**src/rtl/robot_nav_pkg.sv**
```systemverilog
`default_nettype none
// ============================================================================
// Module      : robot_nav_pkg
// Description : State encodings, H-bridge drive codes and the sensor decision
//               table shared by the robot navigation controller.
// Revision    : 1.0 - initial release
// ============================================================================
package robot_nav_pkg;

    typedef enum logic [2:0] {
        ST_STANDBY = 3'd0,
        ST_FORWARD = 3'd1,
        ST_TURN_R  = 3'd2,
        ST_TURN_L  = 3'd3,
        ST_REVERSE = 3'd4
    } nav_state_t;

    // Drive codes packed as {a_fwd, a_rev, b_fwd, b_rev}
    localparam logic [3:0] c_MOT_OFF    = 4'b0000;
    localparam logic [3:0] c_MOT_FWD    = 4'b1010;
    localparam logic [3:0] c_MOT_TURN_R = 4'b1001;
    localparam logic [3:0] c_MOT_TURN_L = 4'b0110;
    localparam logic [3:0] c_MOT_REV    = 4'b0101;

    // Drive code for a state; never sets fwd and rev of one motor together
    function automatic logic [3:0] motor_code(input nav_state_t st);
        logic [3:0] code;
        code = c_MOT_OFF;
        case (st)
            ST_FORWARD: code = c_MOT_FWD;
            ST_TURN_R:  code = c_MOT_TURN_R;
            ST_TURN_L:  code = c_MOT_TURN_L;
            ST_REVERSE: code = c_MOT_REV;
            default:    code = c_MOT_OFF;
        endcase
        return code;
    endfunction

    // Obstacle decision table, evaluated in priority order
    function automatic nav_state_t nav_decide(input logic f, input logic l, input logic r);
        nav_state_t st;
        if (f && l && r)
            st = ST_REVERSE;
        else if (l && !r)
            st = ST_TURN_R;
        else if (!l && r)
            st = ST_TURN_L;
        else if (!f)
            st = ST_FORWARD;
        else
            st = ST_TURN_R;
        return st;
    endfunction

endpackage
`default_nettype wire

```
**src/rtl/sensor_debounce.sv**
```systemverilog
`default_nettype none
// ============================================================================
// Module      : sensor_debounce
// Description : Two-flop synchroniser followed by a consecutive-cycle
//               debounce filter for one asynchronous sensor input.
// Revision    : 1.0 - initial release
// ============================================================================
module sensor_debounce #(
    parameter int DEB_CYCLES = 4
) (
    input  logic clk,
    input  logic reset,
    input  logic i_raw,
    output logic o_filt
);

    localparam int              c_CW   = (DEB_CYCLES > 1) ? $clog2(DEB_CYCLES) : 1;
    localparam logic [c_CW-1:0] c_LAST = c_CW'(DEB_CYCLES - 1);

    logic            r_sync1;
    logic            r_sync2;
    logic            r_filt;
    logic [c_CW-1:0] r_cnt;

    // Synchronise the raw input, then accept a new level only after it has
    // disagreed with the filtered value for DEB_CYCLES cycles in a row
    always_ff @(posedge clk) begin
        if (reset) begin
            r_sync1 <= 1'b0;
            r_sync2 <= 1'b0;
            r_filt  <= 1'b0;
            r_cnt   <= '0;
        end else begin
            r_sync1 <= i_raw;
            r_sync2 <= r_sync1;
            if (r_sync2 != r_filt) begin
                if (r_cnt == c_LAST) begin
                    r_filt <= r_sync2;
                    r_cnt  <= '0;
                end else begin
                    r_cnt <= r_cnt + c_CW'(1);
                end
            end else begin
                r_cnt <= '0;
            end
        end
    end

    assign o_filt = r_filt;

endmodule
`default_nettype wire

```
**src/rtl/robot_nav_fsm.sv**
```systemverilog
`default_nettype none
// ============================================================================
// Module      : robot_nav_fsm
// Description : Obstacle-avoiding navigation controller: debounced sensors
//               drive a five-state FSM whose state selects PWM-gated H-bridge
//               drives, with a timed reverse escape and a turn-stall guard.
// Revision    : 1.0 - initial release
// ============================================================================
module robot_nav_fsm
    import robot_nav_pkg::*;
#(
    parameter int DEB_CYCLES = 4,
    parameter int PWM_W      = 8,
    parameter int REV_CYCLES = 1000,
    parameter int TURN_MAX   = 100000
) (
    input  logic             clk,
    input  logic             reset,
    input  logic             enable,
    input  logic             sensor_f,
    input  logic             sensor_l,
    input  logic             sensor_r,
    input  logic [PWM_W-1:0] duty,
    output logic             motor_a_fwd,
    output logic             motor_a_rev,
    output logic             motor_b_fwd,
    output logic             motor_b_rev,
    output logic [2:0]       state_out,
    output logic             stall
);

    localparam int                c_REV_W     = $clog2(REV_CYCLES + 1);
    localparam int                c_TURN_W    = $clog2(TURN_MAX + 1);
    localparam logic [c_REV_W-1:0]  c_REV_LAST  = c_REV_W'(REV_CYCLES - 1);
    localparam logic [c_TURN_W-1:0] c_TURN_LAST = c_TURN_W'(TURN_MAX - 1);

    logic                w_filt_f;
    logic                w_filt_l;
    logic                w_filt_r;
    nav_state_t          r_state;
    nav_state_t          w_next;
    logic                r_stall;
    logic                w_stall_next;
    logic [c_REV_W-1:0]  r_rev_cnt;
    logic [c_TURN_W-1:0] r_turn_cnt;
    logic [PWM_W-1:0]    r_pwm_cnt;
    logic [3:0]          r_motor;
    logic                w_in_turn;
    logic                w_next_turn;
    logic                w_rev_done;
    logic                w_turn_timeout;
    logic                w_pwm_on;

    sensor_debounce #(.DEB_CYCLES(DEB_CYCLES)) u_deb_f (
        .clk(clk), .reset(reset), .i_raw(sensor_f), .o_filt(w_filt_f)
    );
    sensor_debounce #(.DEB_CYCLES(DEB_CYCLES)) u_deb_l (
        .clk(clk), .reset(reset), .i_raw(sensor_l), .o_filt(w_filt_l)
    );
    sensor_debounce #(.DEB_CYCLES(DEB_CYCLES)) u_deb_r (
        .clk(clk), .reset(reset), .i_raw(sensor_r), .o_filt(w_filt_r)
    );

    assign w_in_turn      = (r_state == ST_TURN_R) || (r_state == ST_TURN_L);
    assign w_next_turn    = (w_next == ST_TURN_R) || (w_next == ST_TURN_L);
    assign w_rev_done     = (r_rev_cnt == c_REV_LAST);
    assign w_turn_timeout = w_in_turn && (r_turn_cnt == c_TURN_LAST);
    assign w_pwm_on       = (r_pwm_cnt < duty);

    // Next-state and stall decision; enable low overrides everything
    always_comb begin
        w_next       = ST_STANDBY;
        w_stall_next = r_stall;
        if (!enable) begin
            w_next       = ST_STANDBY;
            w_stall_next = 1'b0;
        end else if (r_stall) begin
            w_next = ST_STANDBY;
        end else begin
            case (r_state)
                ST_STANDBY, ST_FORWARD: begin
                    w_next = nav_decide(w_filt_f, w_filt_l, w_filt_r);
                end
                ST_TURN_R, ST_TURN_L: begin
                    if (w_turn_timeout) begin
                        w_next       = ST_STANDBY;
                        w_stall_next = 1'b1;
                    end else begin
                        w_next = nav_decide(w_filt_f, w_filt_l, w_filt_r);
                    end
                end
                ST_REVERSE: begin
                    w_next = w_rev_done ? ST_TURN_R : ST_REVERSE;
                end
                default: begin
                    w_next = ST_STANDBY;
                end
            endcase
        end
    end

    // State and sticky stall registers
    always_ff @(posedge clk) begin
        if (reset) begin
            r_state <= ST_STANDBY;
            r_stall <= 1'b0;
        end else begin
            r_state <= w_next;
            r_stall <= w_stall_next;
        end
    end

    // Dwell counters: cycles already spent in REVERSE / in any turn state
    always_ff @(posedge clk) begin
        if (reset) begin
            r_rev_cnt  <= '0;
            r_turn_cnt <= '0;
        end else begin
            r_rev_cnt  <= ((r_state == ST_REVERSE) && (w_next == ST_REVERSE))
                          ? r_rev_cnt + c_REV_W'(1) : '0;
            r_turn_cnt <= (w_in_turn && w_next_turn) ? r_turn_cnt + c_TURN_W'(1) : '0;
        end
    end

    // Free-running PWM counter and registered, PWM-gated bridge drives
    always_ff @(posedge clk) begin
        if (reset) begin
            r_pwm_cnt <= '0;
            r_motor   <= c_MOT_OFF;
        end else begin
            r_pwm_cnt <= r_pwm_cnt + PWM_W'(1);
            r_motor   <= w_pwm_on ? motor_code(r_state) : c_MOT_OFF;
        end
    end

    assign motor_a_fwd = r_motor[3];
    assign motor_a_rev = r_motor[2];
    assign motor_b_fwd = r_motor[1];
    assign motor_b_rev = r_motor[0];
    assign state_out   = r_state;
    assign stall       = r_stall;

endmodule
`default_nettype wire
```
**config.mk**
```make
export PLATFORM = sky130hd
export DESIGN_NAME = robot_nav_fsm
export DESIGN_NICKNAME = d
export VERILOG_FILES = /design/src/rtl/robot_nav_pkg.sv /design/src/rtl/sensor_debounce.sv /design/src/rtl/robot_nav_fsm.sv
export SDC_FILE = /design/constraint.sdc
export NUM_CORES = 1
export LEC_CHECK = 0
export ABC_AREA = 1
export CAP_MARGIN = 10
export CORE_ASPECT_RATIO = 0.8
export CORE_MARGIN = 10
export CORE_UTILIZATION = 32
export CTS_CLUSTER_DIAMETER = 100
export DETAILED_ROUTE_END_ITERATION = 10
export PLACE_DENSITY = 0.48
export SLEW_MARGIN = 20
export SYNTH_ARGS = -nofsm -noshare
export SYNTH_HDL_FRONTEND = slang
export SYNTH_SLANG_ARGS = --single-unit
```
**constraint.sdc**
```tcl
create_clock -name clk -period 2.8 [get_ports clk]
set_clock_uncertainty 0.1 [all_clocks]
set_input_delay 0.56 -clock clk [delete_from_list [all_inputs] [get_ports clk]]
set_output_delay 0.56 -clock clk [all_outputs]
set_load 0.01 [all_outputs]
```
==> impl_results.md <==
- Design area: roughly 3000 µm²
- Final clock period utilization by the worst path: 0.714
- # clock sinks: 58
- CTS clk-pin slew, worst paths: around 0.060 ns
- Number of CTS-inserted buffers: 9
- Initial antenna violation count: 0
- Drt drc: 0
- Crit. End Element: output port
- Final Non-Filler Cells: ~470
- CTS resizes: 0
- Port bufs: 21
- Synth-to-layout area growth: 19.6%
- Vias in the first global route: 1,833
- VDD IR max: roughly 0.00022 V
- Die ar.: between 10,000 and 15,000 µm²
- Share of the synthesized area in the top cell type: 0.450
- Final hold violations: 0
- Final setup fails: 0
- Share of cells above drive strength 1: 0.0683
- Final period demand of the worst path: 2.00 ns
- CP max stage cell: clkdlybuf4s50_1
- Sequential cell area: 1160 µm²
- DRT Pass-1 Iters: 4
- Syn Nets: around 360
- Die Wd: 120 µm
- Synthesis-stage register bit count: 58
- Max-cap violations: 0
- Worst hold-check path type: reg2reg
- Routability congestion estimate from global placement: about 0.77
- Placed cell areas: 2920 µm²
- WP data arrival: between 1 and 1.5 ns
- Via Count: roughly 2,000
- Hold buffer count at CTS: 0
- Starting DRT DRC Count: 96
- Leak Pwr: around 1.3 nW
- Final WL: ~4700 µm
- Synth Area per Inst: 7.82 µm²
- Largest net degree at the start of global routing: 18
- GR Util All Layers: 0.0872
- Post-DR wirelength/cell: ~10 µm
- Clk buf depth: 2
- Required @ worst endpoint: between 2 and 2.5 ns
- Max-slew violations: 0
- Starting Density: 0.326
- YS warnings: 0
- Height of the die: between 100 and 150 µm
- Root buffer cell: clkbuf_8
- Post-CTS setup buffer count: 0
- Setup TNS Final: 0 ns
- FP Rows: 29
- Global-route wire length before repair: 8480 µm
- Cell Pwr Density: roughly 500 nW/µm²
- CP startpoint kind: flip-flop
- Fillers: 848
- Placed insts: 458
- Max incr delay on CP: about 0.58 ns
- Grt total ovfl: 0
- Rel. slew slack: 0.762
- Synth Instances: 330
- Cell type with the largest total area after synthesis: dfxtp_1
- Sequential share of the synthesized area: 0.450
- Delay-heaviest family, CP: buffers and inverters
- Crit Path Class: reg2out
- Fmax: ~500 MHz
- Hpwl dp: 3600 µm
- # IOs: 22
- Core area: a little under 8000 µm²
- Netlist Area Pre-Place: 2580 µm²
- Via density: ~4.2
- CP Buf/Inv Count: 1
- Ant diodes: 0
- CTS tree: built
- RSZ-0062 raised after global routing: no
- Fin nets: a little under 400
- Clk_lat worst skew: approximately 0.32 ns
- H-tree Lvls: 3
- Worst-path cell chain: clkdlybuf4s50_1
- Worst Tran Pin Value: ~0.36 ns
- Synth top area cells: dfxtp_1 (45%), nor2_1 (9.9%), inv_1 (7.9%)
- Outcome: completed
- Yosys cell types: 30
- Crit Path Max Fanout: 5
- Area occupied by multi-input gates: around 1200 µm²
- Hold WS: around 0.3 ns
- Antenna-violating nets left: 0
[registers in the layout (all words and copies together) (netlist names), 2 cells and up]
name           count
u_deb_r.r_cnt      2
r_turn_cnt        17
r_pwm_cnt          8
state_out          3
r_rev_cnt         10
u_deb_f.r_cnt      2
r_motor            4
u_deb_l.r_cnt      2
[area by class of cell]
cell class                 count  share of cell area
multi-input combinational    214               0.387
sequential                    58               0.376
timing repair buffer          23              0.0730
inverter                      55              0.0669
clock buffer                  13              0.0482
tap                          108              0.0438
clock inverter                 3             0.00486
[cell usage after synthesis (all sizes together)]
| library cell | number |
|---|---|
| xnor2 | 6 |
| dfxtp | 58 |
| o21a | 2 |
| nor3 | 5 |
| clkbuf | 2 |
| inv | 55 |
| and2b | 1 |
| nor3b | 1 |
| a21oi | 17 |
| nor4 | 1 |
| nand2 | 42 |
| o21ai | 10 |
| and3 | 1 |
| ha | 13 |
| nand4 | 7 |
| buf | 1 |
| nand3 | 16 |
| xor2 | 16 |
| nor2 | 70 |
| nand3b | 2 |
| o211ai | 3 |
| a31oi | 1 |
[worst min-delay path: cells and delay by family (launching register included)]
kind / cells / cell delay [ns]
flops: 1 / 0.29
buf+inv: 1 / 0.04
simple gates: 1 / 0.03
[per-layer routing]
metal | GRT usage | up-vias | wire (µm)
met5 | 0 | - | 0
met4 | 0.0333 | 0 | 44
met3 | 0.0409 | 4 | 196
met2 | 0.125 | 23 | 2000
met1 | 0.111 | 876 | 2510
li1 | - | 1099 | -
[per-stage QoR]
step                 util  setup slack [ns]  total power [mW]
floorplan               -              1.28             0.894
global placement    0.370             0.717             0.927
detailed placement  0.370             0.674             0.927
CTS                 0.390             0.751              1.59
global route        0.390             0.720              1.63
finish              0.390             0.801              1.55
[cells by family (layout without fill, tap and decap cells)]
kind of cell	after synthesis	after routing	synth area share
XOR/XNOR	22	22	0.0746
flip-flops	58	58	0.450
AND/OR/NAND/NOR	146	146	0.254
buffers and inverters	58	94	0.0872
AO/OA/AOI/OAI	33	33	0.0708
adder cells (fa/ha/maj)	13	13	0.0630
[power by group]
part | internal, mW | switching [mW] | leakage (nW)
Sequential | 0.836 | 0.00686 | 0.470
Clock | 0.341 | 0.299 | 0.0872
Combinational | 0.0342 | 0.0301 | 0.696
[cells in the final DEF, fill, tap and decap left out, types with 10 or more instances in the layout]
cell type	netlist	layout
ha_1	13	13
xor2_1	16	16
nor2_1	68	68
o21ai_0	10	10
dfxtp_1	58	58
nand2_1	41	41
inv_1	54	54
nand3_1	16	16
clkbuf_8	0	10
a21oi_1	16	16
clkdlybuf4s50_1	0	21
[path summary, 6_finish.rpt]
kind | from | end | slack, ns | depth (start not counted)
max | state_out[2] | state_out[2] | 0.80 | 1
min | u_deb_r.r_sync1 | u_deb_r.r_sync2 | 0.30 | 2
max reg2reg | r_turn_cnt[0] | r_turn_cnt[4] | 1.12 | 8
min reg2reg | u_deb_r.r_sync1 | u_deb_r.r_sync2 | 0.30 | 2
(Power assumes the default switching activity.)
